`src/rtl/bnn_mac_window.sv`:
```
// Binary MAC over a K_MAX x K_MAX sliding window: XNOR/AND popcount of the active k x k region,
// saturating accumulation across input channels, thresholded result on a valid/ready output.
module bnn_mac_window #(
    parameter int K_MAX = 5,
    parameter int ACC_W = 16,
    parameter int KS_W  = 5
) (
    input  logic                   clk,
    input  logic                   rst,
    input  logic [KS_W-1:0]        cfg_kernel_size,
    input  logic                   cfg_mode,
    input  logic [ACC_W-1:0]       cfg_threshold,
    input  logic                   clear,
    input  logic                   col_valid,
    input  logic [K_MAX-1:0]       col_in,
    input  logic                   wgt_load,
    input  logic [K_MAX*K_MAX-1:0] wgt_in,
    input  logic                   mac_en,
    input  logic                   mac_last,
    output logic                   mac_ready,
    output logic                   mac_err,
    output logic                   out_valid,
    input  logic                   out_ready,
    output logic [ACC_W-1:0]       out_sum,
    output logic                   out_bit,
    output logic [1:0]             dbg_state
);

    localparam int N      = K_MAX * K_MAX;
    localparam int POP_W  = $clog2(N + 1);
    localparam int FILL_W = $clog2(K_MAX + 1);

    typedef enum logic [1:0] {IDLE, RUN, DRAIN, HOLD} state_t;

    state_t             state, state_nxt;
    logic [N-1:0]       win, kern, mask, hits;
    logic [FILL_W-1:0]  fill, k_cfg, k_eff, lat_k;
    logic               mode_eff, lat_mode;
    logic [ACC_W-1:0]   lat_thr, acc, sum_sat;
    logic [ACC_W:0]     sum_ext;
    logic [POP_W-1:0]   pop, pop1;
    logic               last1, act1, accept, full;

    // Output handshake: a result is presented while out_valid is high and is consumed on the
    // rising edge where out_valid & out_ready; out_* hold steady until then.
    assign mac_ready = (state == IDLE) || (state == RUN);
    assign out_valid = (state == HOLD);
    assign dbg_state = state;
    assign accept    = mac_en && mac_ready;

    always_comb begin
        if (cfg_kernel_size == '0 || cfg_kernel_size > KS_W'(K_MAX))
            k_cfg = FILL_W'(K_MAX);
        else
            k_cfg = FILL_W'(cfg_kernel_size);
    end

    // The first beat of a run is taken in IDLE, before the latched copy exists.
    assign k_eff    = (state == IDLE) ? k_cfg : lat_k;
    assign mode_eff = (state == IDLE) ? cfg_mode : lat_mode;
    assign full     = (fill >= k_eff);

    always_comb begin
        mask = '0;
        for (int r = 0; r < K_MAX; r++) begin
            for (int c = 0; c < K_MAX; c++) begin
                if (r < int'(k_eff) && c >= K_MAX - int'(k_eff))
                    mask[r*K_MAX+c] = 1'b1;
            end
        end
    end

    assign hits = (mode_eff ? (win & kern) : ~(win ^ kern)) & mask;

    always_comb begin
        pop = '0;
        for (int i = 0; i < N; i++)
            pop = pop + POP_W'(hits[i]);
    end

    assign sum_ext = {1'b0, acc} + {{(ACC_W + 1 - POP_W){1'b0}}, pop1};
    assign sum_sat = sum_ext[ACC_W] ? {ACC_W{1'b1}} : sum_ext[ACC_W-1:0];

    always_comb begin
        state_nxt = state;
        case (state)
            IDLE:    if (accept) state_nxt = mac_last ? DRAIN : RUN;
            RUN:     if (accept && mac_last) state_nxt = DRAIN;
            DRAIN:   state_nxt = HOLD;
            HOLD:    if (out_ready) state_nxt = IDLE;
            default: state_nxt = IDLE;
        endcase
    end

    // Kernel survives clear; only reset wipes it.
    always_ff @(posedge clk) begin
        if (rst)
            kern <= '0;
        else if (wgt_load)
            kern <= wgt_in;
    end

    always_ff @(posedge clk) begin
        if (rst || clear) begin
            state    <= IDLE;
            win      <= '0;
            fill     <= '0;
            acc      <= '0;
            pop1     <= '0;
            last1    <= 1'b0;
            act1     <= 1'b0;
            mac_err  <= 1'b0;
            out_sum  <= '0;
            out_bit  <= 1'b0;
            lat_k    <= '0;
            lat_mode <= 1'b0;
            lat_thr  <= '0;
        end else begin
            state <= state_nxt;
            if (col_valid) begin
                for (int r = 0; r < K_MAX; r++) begin
                    for (int c = 0; c < K_MAX - 1; c++)
                        win[r*K_MAX+c] <= win[r*K_MAX+c+1];
                    win[r*K_MAX+K_MAX-1] <= col_in[r];
                end
                if (fill < FILL_W'(K_MAX))
                    fill <= fill + 1'b1;
            end
            if (state == IDLE && accept) begin
                lat_k    <= k_cfg;
                lat_mode <= cfg_mode;
                lat_thr  <= cfg_threshold;
            end
            // A beat taken with a partial window still travels down the pipe so mac_last closes the run.
            act1    <= accept;
            last1   <= accept && mac_last;
            pop1    <= (accept && full) ? pop : '0;
            mac_err <= accept && !full;
            if (act1) begin
                if (last1) begin
                    out_sum <= sum_sat;
                    out_bit <= (sum_sat >= lat_thr);
                    acc     <= '0;
                end else begin
                    acc <= sum_sat;
                end
            end
        end
    end

endmodule

```
`config.mk`:
```
export PLATFORM = sky130hd
export DESIGN_NAME = bnn_mac_window
export DESIGN_NICKNAME = d
export VERILOG_FILES = /design/src/rtl/bnn_mac_window.sv
export SDC_FILE = /design/constraint.sdc
export NUM_CORES = 1
export LEC_CHECK = 0
export BUFFER_PORTS_ARGS = -buffer_cell sky130_fd_sc_hd__buf_2
export CORE_UTILIZATION = 50
export CTS_CLUSTER_DIAMETER = 150
export CTS_CLUSTER_SIZE = 8
export DETAILED_ROUTE_END_ITERATION = 8
export PLACE_DENSITY = 0.78
export SYNTH_ARGS = -nofsm -noshare
export SYNTH_HDL_FRONTEND = slang
export SYNTH_SLANG_ARGS = --single-unit
```
`constraint.sdc`:
```
create_clock -name clk -period 9.2 [get_ports clk]
set_clock_uncertainty 0.2 [all_clocks]
set_input_delay 1.38 -clock clk [delete_from_list [all_inputs] [get_ports clk]]
set_output_delay 1.38 -clock clk [all_outputs]
set_load 0.02 [all_outputs]
```
## Yosys cells after proc, flatten, opt, wreduce, memory -nomap -nowiden

Index checks and enable logic that the tools add are counted.

- $add $sub $neg: 27
- $mul: 0
- Div/mod/pow operators: 0
- Order comparisons: 14
- Eq/ne operators: 6
- Shift operators: 0
- Muxes and demuxes: 36
- Bitwise operators: 5
- Reduce and logical (&&, ||, !) cells: 40

Operators by type and width:

| operator | count |
|---|---|
| adder 5 x 1 -> 5 bit | 20 |
| AND 25 bit | 2 |
| two-way mux 16 bit | 2 |
| logical AND 1 bit | 30 |
| two-way mux 1 bit | 26 |
| two-way mux 25 bit | 1 |
| inverter 25 bit | 1 |
| XOR 25 bit | 1 |
| adder 16 x 5 -> 17 bit | 1 |
| greater-or-equal comparator 16 bit | 1 |
| greater-or-equal comparator 3 x 4 -> 1 bit, first input constant | 2 |
| two-way mux 2 bit | 4 |
| case mux 2 bit (4 select lines) | 1 |
| < comparator 1 x 3 -> 1 bit, first input constant | 2 |
| < comparator 2 x 3 -> 1 bit, first input constant | 2 |
| two-way mux 3 bit | 2 |
| adder 4 x 1 -> 5 bit | 1 |
| > comparator 5 x 3 -> 1 bit, second input constant | 1 |
| logical NOT 5 bit | 1 |
| adder 3 x 1 -> 4 bit | 1 |
| == test 2 bit, second input constant | 2 |
| greater-or-equal comparator 1 x 4 -> 1 bit, first input constant | 1 |
| greater-or-equal comparator 2 x 4 -> 1 bit, first input constant | 1 |
| greater-or-equal comparator 4 bit, first input constant | 1 |
| other kinds (17) | 21 |

- Flip-flop bits (word level): 116
- Bits in latches: 0
- Memory bits (writable): 0
- Memory bits (read-only): 0
- Memories kept: 0

## Depth between registers and ports, before layout

- Depth in word-level cells: 33
- Depth in mapped cells: 23
- Gate-level depth less buffers: 22

## Worst setup path after synthesis

No wires, ideal clock.

- Path type: input-to-reg
- From: input cfg_kernel_size[4]
- To: register pop1[1]
- Arrival: 6.763 ns
- Required time: 8.885 ns
- Path slack: 2.122 ns
- Cell stages on the path: 19
- Path buffers: 0
- Cells stage by stage: nor3_1 > o21ai_0 > mux2_2 > ha_1 > nor2_1 > a21oi_1 > a2111oi_0 > fa_1 > inv_1 > fa_1 > fa_1 > fa_1 > inv_1 > fa_1 > inv_1 > fa_1 > inv_1 > fa_1 > and3_1

- Word-level cells in the longest chain between the ends: 33

Ends and longest elaborated chain:

| element | RTL line | text |
|---|---|---|
| start, declared | 10 | `input logic [KS_W-1:0] cfg_kernel_size,` |
| > comparator 5 x 3 -> 1 bit / logical NOT 5 bit (equally long branches) | 52 | `if (cfg_kernel_size == '0 \|\| cfg_kernel_size > KS_W'(K_MAX))` |
| logical OR 1 bit * | 52 |  |
| two-way mux 3 bit * | 52 |  |
| two-way mux 3 bit * | 59 | `assign k_eff = (state == IDLE) ? k_cfg : lat_k;` |
| subtractor 3 x 3 -> 4 bit | 67 | `if (r < int'(k_eff) && c >= K_MAX - int'(k_eff))` |
| greater-or-equal comparator 1 x 4 -> 1 bit / greater-or-equal comparator 2 x 4 -> 1 bit (equally long branches) | 67 |  |
| logical AND 1 bit | 67 |  |
| two-way mux 1 bit | 67 |  |
| AND 25 bit * | 73 | `assign hits = (mode_eff ? (win & kern) : ~(win ^ kern)) & mask;` |
| adder 1 x 1 -> 2 bit | 78 | `pop = pop + POP_W'(hits[i]);` |
| adder 2 x 1 -> 3 bit | 78 |  |
| adder 3 x 1 -> 4 bit | 78 |  |
| adder 4 x 1 -> 5 bit | 78 |  |
| adder 5 x 1 -> 5 bit (19 in a row) | 78 |  |
| adder 5 x 1 -> 5 bit * | 78 |  |
| named net pop[1] | 41 | `logic [POP_W-1:0] pop, pop1;` |
| end signal, assigned | 137 | `pop1 <= (accept && full) ? pop : '0;` |
| end, declared | 41 |  |

The timed path passes the listed nets; every way through them passes the cells marked *.
A chain may end at the register's enable or synchronous reset.

## Final worst setup path

Same ends and word-level chain as after synthesis.

==> metrics.csv <==
stage,metric,value,unit
yosys,Main synth FF type,dfxtp_1,
yosys,Synth Area in XOR/XNOR,1.31,%
routing,DR vias,5543,
routing,Total Wirelength,15400,µm
yosys,Seq cells post-synth,116,
clock_network,PostCTS Resize Cnt,0,
clock_network,"Setup Fix Bufs, Post-CTS",0,
sta,Fmax,0.142,GHz
floorplanning,num ports,82,
routing,Via density,5.46,
critical_path,Worst path most repeated cell,fa_1,
routing,DRC Markers,0,
critical_path,"Max FO, Critical Path",9,
critical_path,slowest cell on the critical path,fa_1,
final_layout,NumNets Final,975,
clock_network,CTS Sinks,116,
pwr,leakage,0.00362,µW
clock_network,clk root buf,clkbuf_16,
sta,final worst path period share,76.3,%
yosys,"Seq/Total Area, Yosys",34.6,%
floorplanning,die area,0.0139,mm²
yosys,Yosys cell types,61,
pwr,Power Density,242,mW/mm²
final_layout,final cell count without fillers,1016,
pwr,Clock Power Share,35.8,%
final_layout,area grow syn2layout,15.7,%
pwr,Sw Ratio,32.9,%
hold_path,Worst Hold Class,reg2reg,
sta,min Tclk post-route,7020,ps
routing,DR iter-0 viols,383,
routing,per-cell routed wire length,15.1,µm
yosys,Syn Nets,912,
sta,endpoints failing hold,0,
critical_path,Setup crit end kind,register,
placed_design,Placed Cells,984,
floorplanning,DIE HEIGHT,118,µm
yosys,"Avg Cell Area, Syn",8.74,µm²
yosys,Syn Inst Count,768,
yosys,number of synthesized flops with an enable pin,0,
sta,setup_tns,0,ps
pwr,Int Power,1260,µW
yosys,Mapped Area,0.00671,mm²
clock_network,clk slew on worst S/H paths,60,ps
global_routing,vias in the first global route,5434,
global_routing,total gr overflow,0,
sta,RSZ-0062 raised after global routing,false,
run,Max Cap Viol,0,
global_routing,largest net degree at the start of global routing,55,
placed_design,PortBufs,81,
global_routing,first-pass GRT wire length,25600,µm
floorplanning,CORE AREA,0.0129,mm²
final_layout,antenna cells,0,
critical_path,"reg-to-reg slack, setup",2580,ps
placed_design,GPL Wtd Cong,0.841,
global_routing,initial antenna violation count,0,
clock_network,Max clock buf depth,2,
pwr,Net Sw Power,619,µW
routing,post-route ant nets,0,
yosys,mux contribution to synthesized area,8.78,%
yosys,Yosys Warn Count,0,
sta,Slew headroom,25.6,%
floorplanning,die width,118,µm
clock_network,htree depth,4,
placed_design,DP HPWL,10700,µm
final_layout,layout cells sized above 1,15.2,%
critical_path,Critical Path Start Type,primary input,
clock_network,total CTS buffers,17,
yosys,simple-gate portion of the synthesized area,15.8,%
pwr,Final Power,1880,µW
clock_network,hold bufs inserted after CTS,0,
clock_network,Worst-Skew Late Latency,430,ps
floorplanning,Initial Util,52.1,%
yosys,Synth Area in Compound Gates,16.0,%
routing,drt first pass iters,6,
outcome,status,"complete, no violations",
critical_path,Worst EP arrival,7140,ps
critical_path,"Cell Chain, Critical Path",buf_2 > nor3_1 > o21ai_0 > mux2_2 > ha_1 > nor2_1 > a21oi_1 > a2111oi_0 > fa_1 > inv_1 > fa_1 > fa_1 > fa_1 > inv_1 > fa_1 > inv_1 > fa_1 > inv_1 > fa_1 > and3_1,
pwr,maximum vdd drop,0.000208,V
sta,Least-Margin Pin Slew,1120,ps
clock_network,CTS tree,yes,
yosys,main combinational cell family by area after synthesis,adder cells,
yosys,"FFs w/ async S/R, synth",0,%
yosys,Post-Synth Adder-Cell Area,17.8,%
sta,Final Max Slew Viols,0,
global_routing,Global Route Usage Sum,23.2,%
sta,final setup violation count,0,
critical_path,CP peak stage delay,550,ps
pwr,Comb pwr share,36.2,%
floorplanning,Core Rows,41,
pwr,Sequential Power Share,28.0,%
critical_path,class of the most critical setup path,in2reg,
final_layout,# fillers,1114,
critical_path,Critical Path RT,9320,ps
==> per-stage QoR <==
step / worst slack, ps / instance area [µm²] / utilization, % / hold slack, ps
after floorplan: 2120 / 6710 / - / 232
after global placement: 1790 / 7170 / 55.7 / 242
after detailed placement: 1720 / 7170 / 55.7 / 239
after CTS: 2160 / 7760 / 60.3 / 258
after global routing: 1670 / 7760 / 60.3 / 272
final: 2180 / 7760 / 60.3 / 255
==> synthesized netlist by cell type (4+ instances only) <==
| master | instances | area share, % |
|---|---|---|
| inv_1 | 56 | 3.1 |
| buf_1 | 10 | 0.56 |
| dfxtp_1 | 116 | 35 |
| xnor2_1 | 5 | 0.65 |
| nor2_1 | 90 | 5.0 |
| nor2b_1 | 7 | 0.65 |
| o31ai_1 | 4 | 0.45 |
| buf_2 | 9 | 0.67 |
| nor3_1 | 6 | 0.45 |
| or3_1 | 4 | 0.37 |
| a22o_1 | 8 | 1.0 |
| a21oi_1 | 48 | 3.6 |
| nand2_1 | 91 | 5.1 |
| xor2_1 | 5 | 0.65 |
| ha_1 | 65 | 12 |
| clkbuf_1 | 16 | 0.90 |
| and2_1 | 9 | 0.84 |
| a211oi_1 | 15 | 1.7 |
| o21ai_0 | 43 | 3.2 |
| nor3b_1 | 4 | 0.45 |
| a21o_1 | 8 | 0.90 |
| fa_1 | 19 | 5.7 |
| nand3b_1 | 4 | 0.45 |
| mux2i_1 | 54 | 8.1 |
| nand4_1 | 4 | 0.37 |
| and3_1 | 5 | 0.47 |
| a31oi_1 | 11 | 1.0 |
==> cells in the final DEF (no fill, tap or decap), types with 9 or more instances in the layout <==
master,n
fa_1,19
ha_1,65
a31oi_1,11
a21oi_1,48
buf_2,81
nand2_1,91
mux2i_1,54
inv_1,56
nor2_1,90
clkbuf_16,17
dfxtp_1,116
and2_1,9
a211oi_1,15
o21ai_0,43
==> state kept, by name, summed over array words and instances (netlist names) <==
name / cells
lat_k: 3
out_bit: 1
out_sum: 16
fill: 3
pop1: 5
win: 25
mac_err: 1
kern: 25
lat_mode: 1
act1: 1
last1: 1
lat_thr: 16
acc: 16
dbg_state: 2
==> final timing paths <==
path | from | depth (start not counted) | endpoint
worst max-delay path | cfg_kernel_size[4] | 20 | pop1[1]
worst min-delay path | lat_thr[9] | 2 | lat_thr[9]
worst max register to register | dbg_state[0] | 19 | pop1[1]
worst min register to register | lat_thr[9] | 2 | lat_thr[9]
==> final cells by class <==
class                           count  area [µm²]  share of cell area (%)
Timing Repair Buffer               83         420                    5.41
Clock inverter                      9         128                    1.64
Inverter                           56         210                    2.71
Sequential cell                   116        2320                    29.9
Multi-Input combinational cell    557        4000                    51.5
Clock buffer                       23         468                    6.03
Tap cell                          172         215                    2.77
==> power by group through the flow <==
stage	clock, µW	sequential (µW)	combinational, µW
6_report	673	527	680
2_1_floorplan	0	535	566
4_1_cts	678	527	694
3_3_place_gp	0	538	657
5_1_grt	700	529	825
3_5_place_dp	0	538	691
==> routing by layer <==
metal  routed length [µm]  track usage [%]  vias up
li1                     -                -     2780
met1                 6890             27.4     2584
met2                 7470             39.9      149
met3                  588             5.04       30
met4                  398             11.1        0
met5                    0                0        -
==> logic make-up (layout without fill, tap and decap cells) <==
family,after synthesis,after routing
buffers and inverters,95,171
XOR/XNOR,10,10
flip-flops,116,116
AND/OR/NAND/NOR,237,237
multiplexers,58,58
AO/OA/AOI/OAI,168,168
adder cells (fa/ha/maj),84,84
==> worst max-delay path, delay by kind of cell <==
family,cells,cell delay (ps)
compound gates,3,860
fa+ha+maj,8,3650
buf+inv,5,370
mux,1,410
simple gates,3,480
Note: power is estimated with default switching activity, not from simulation.
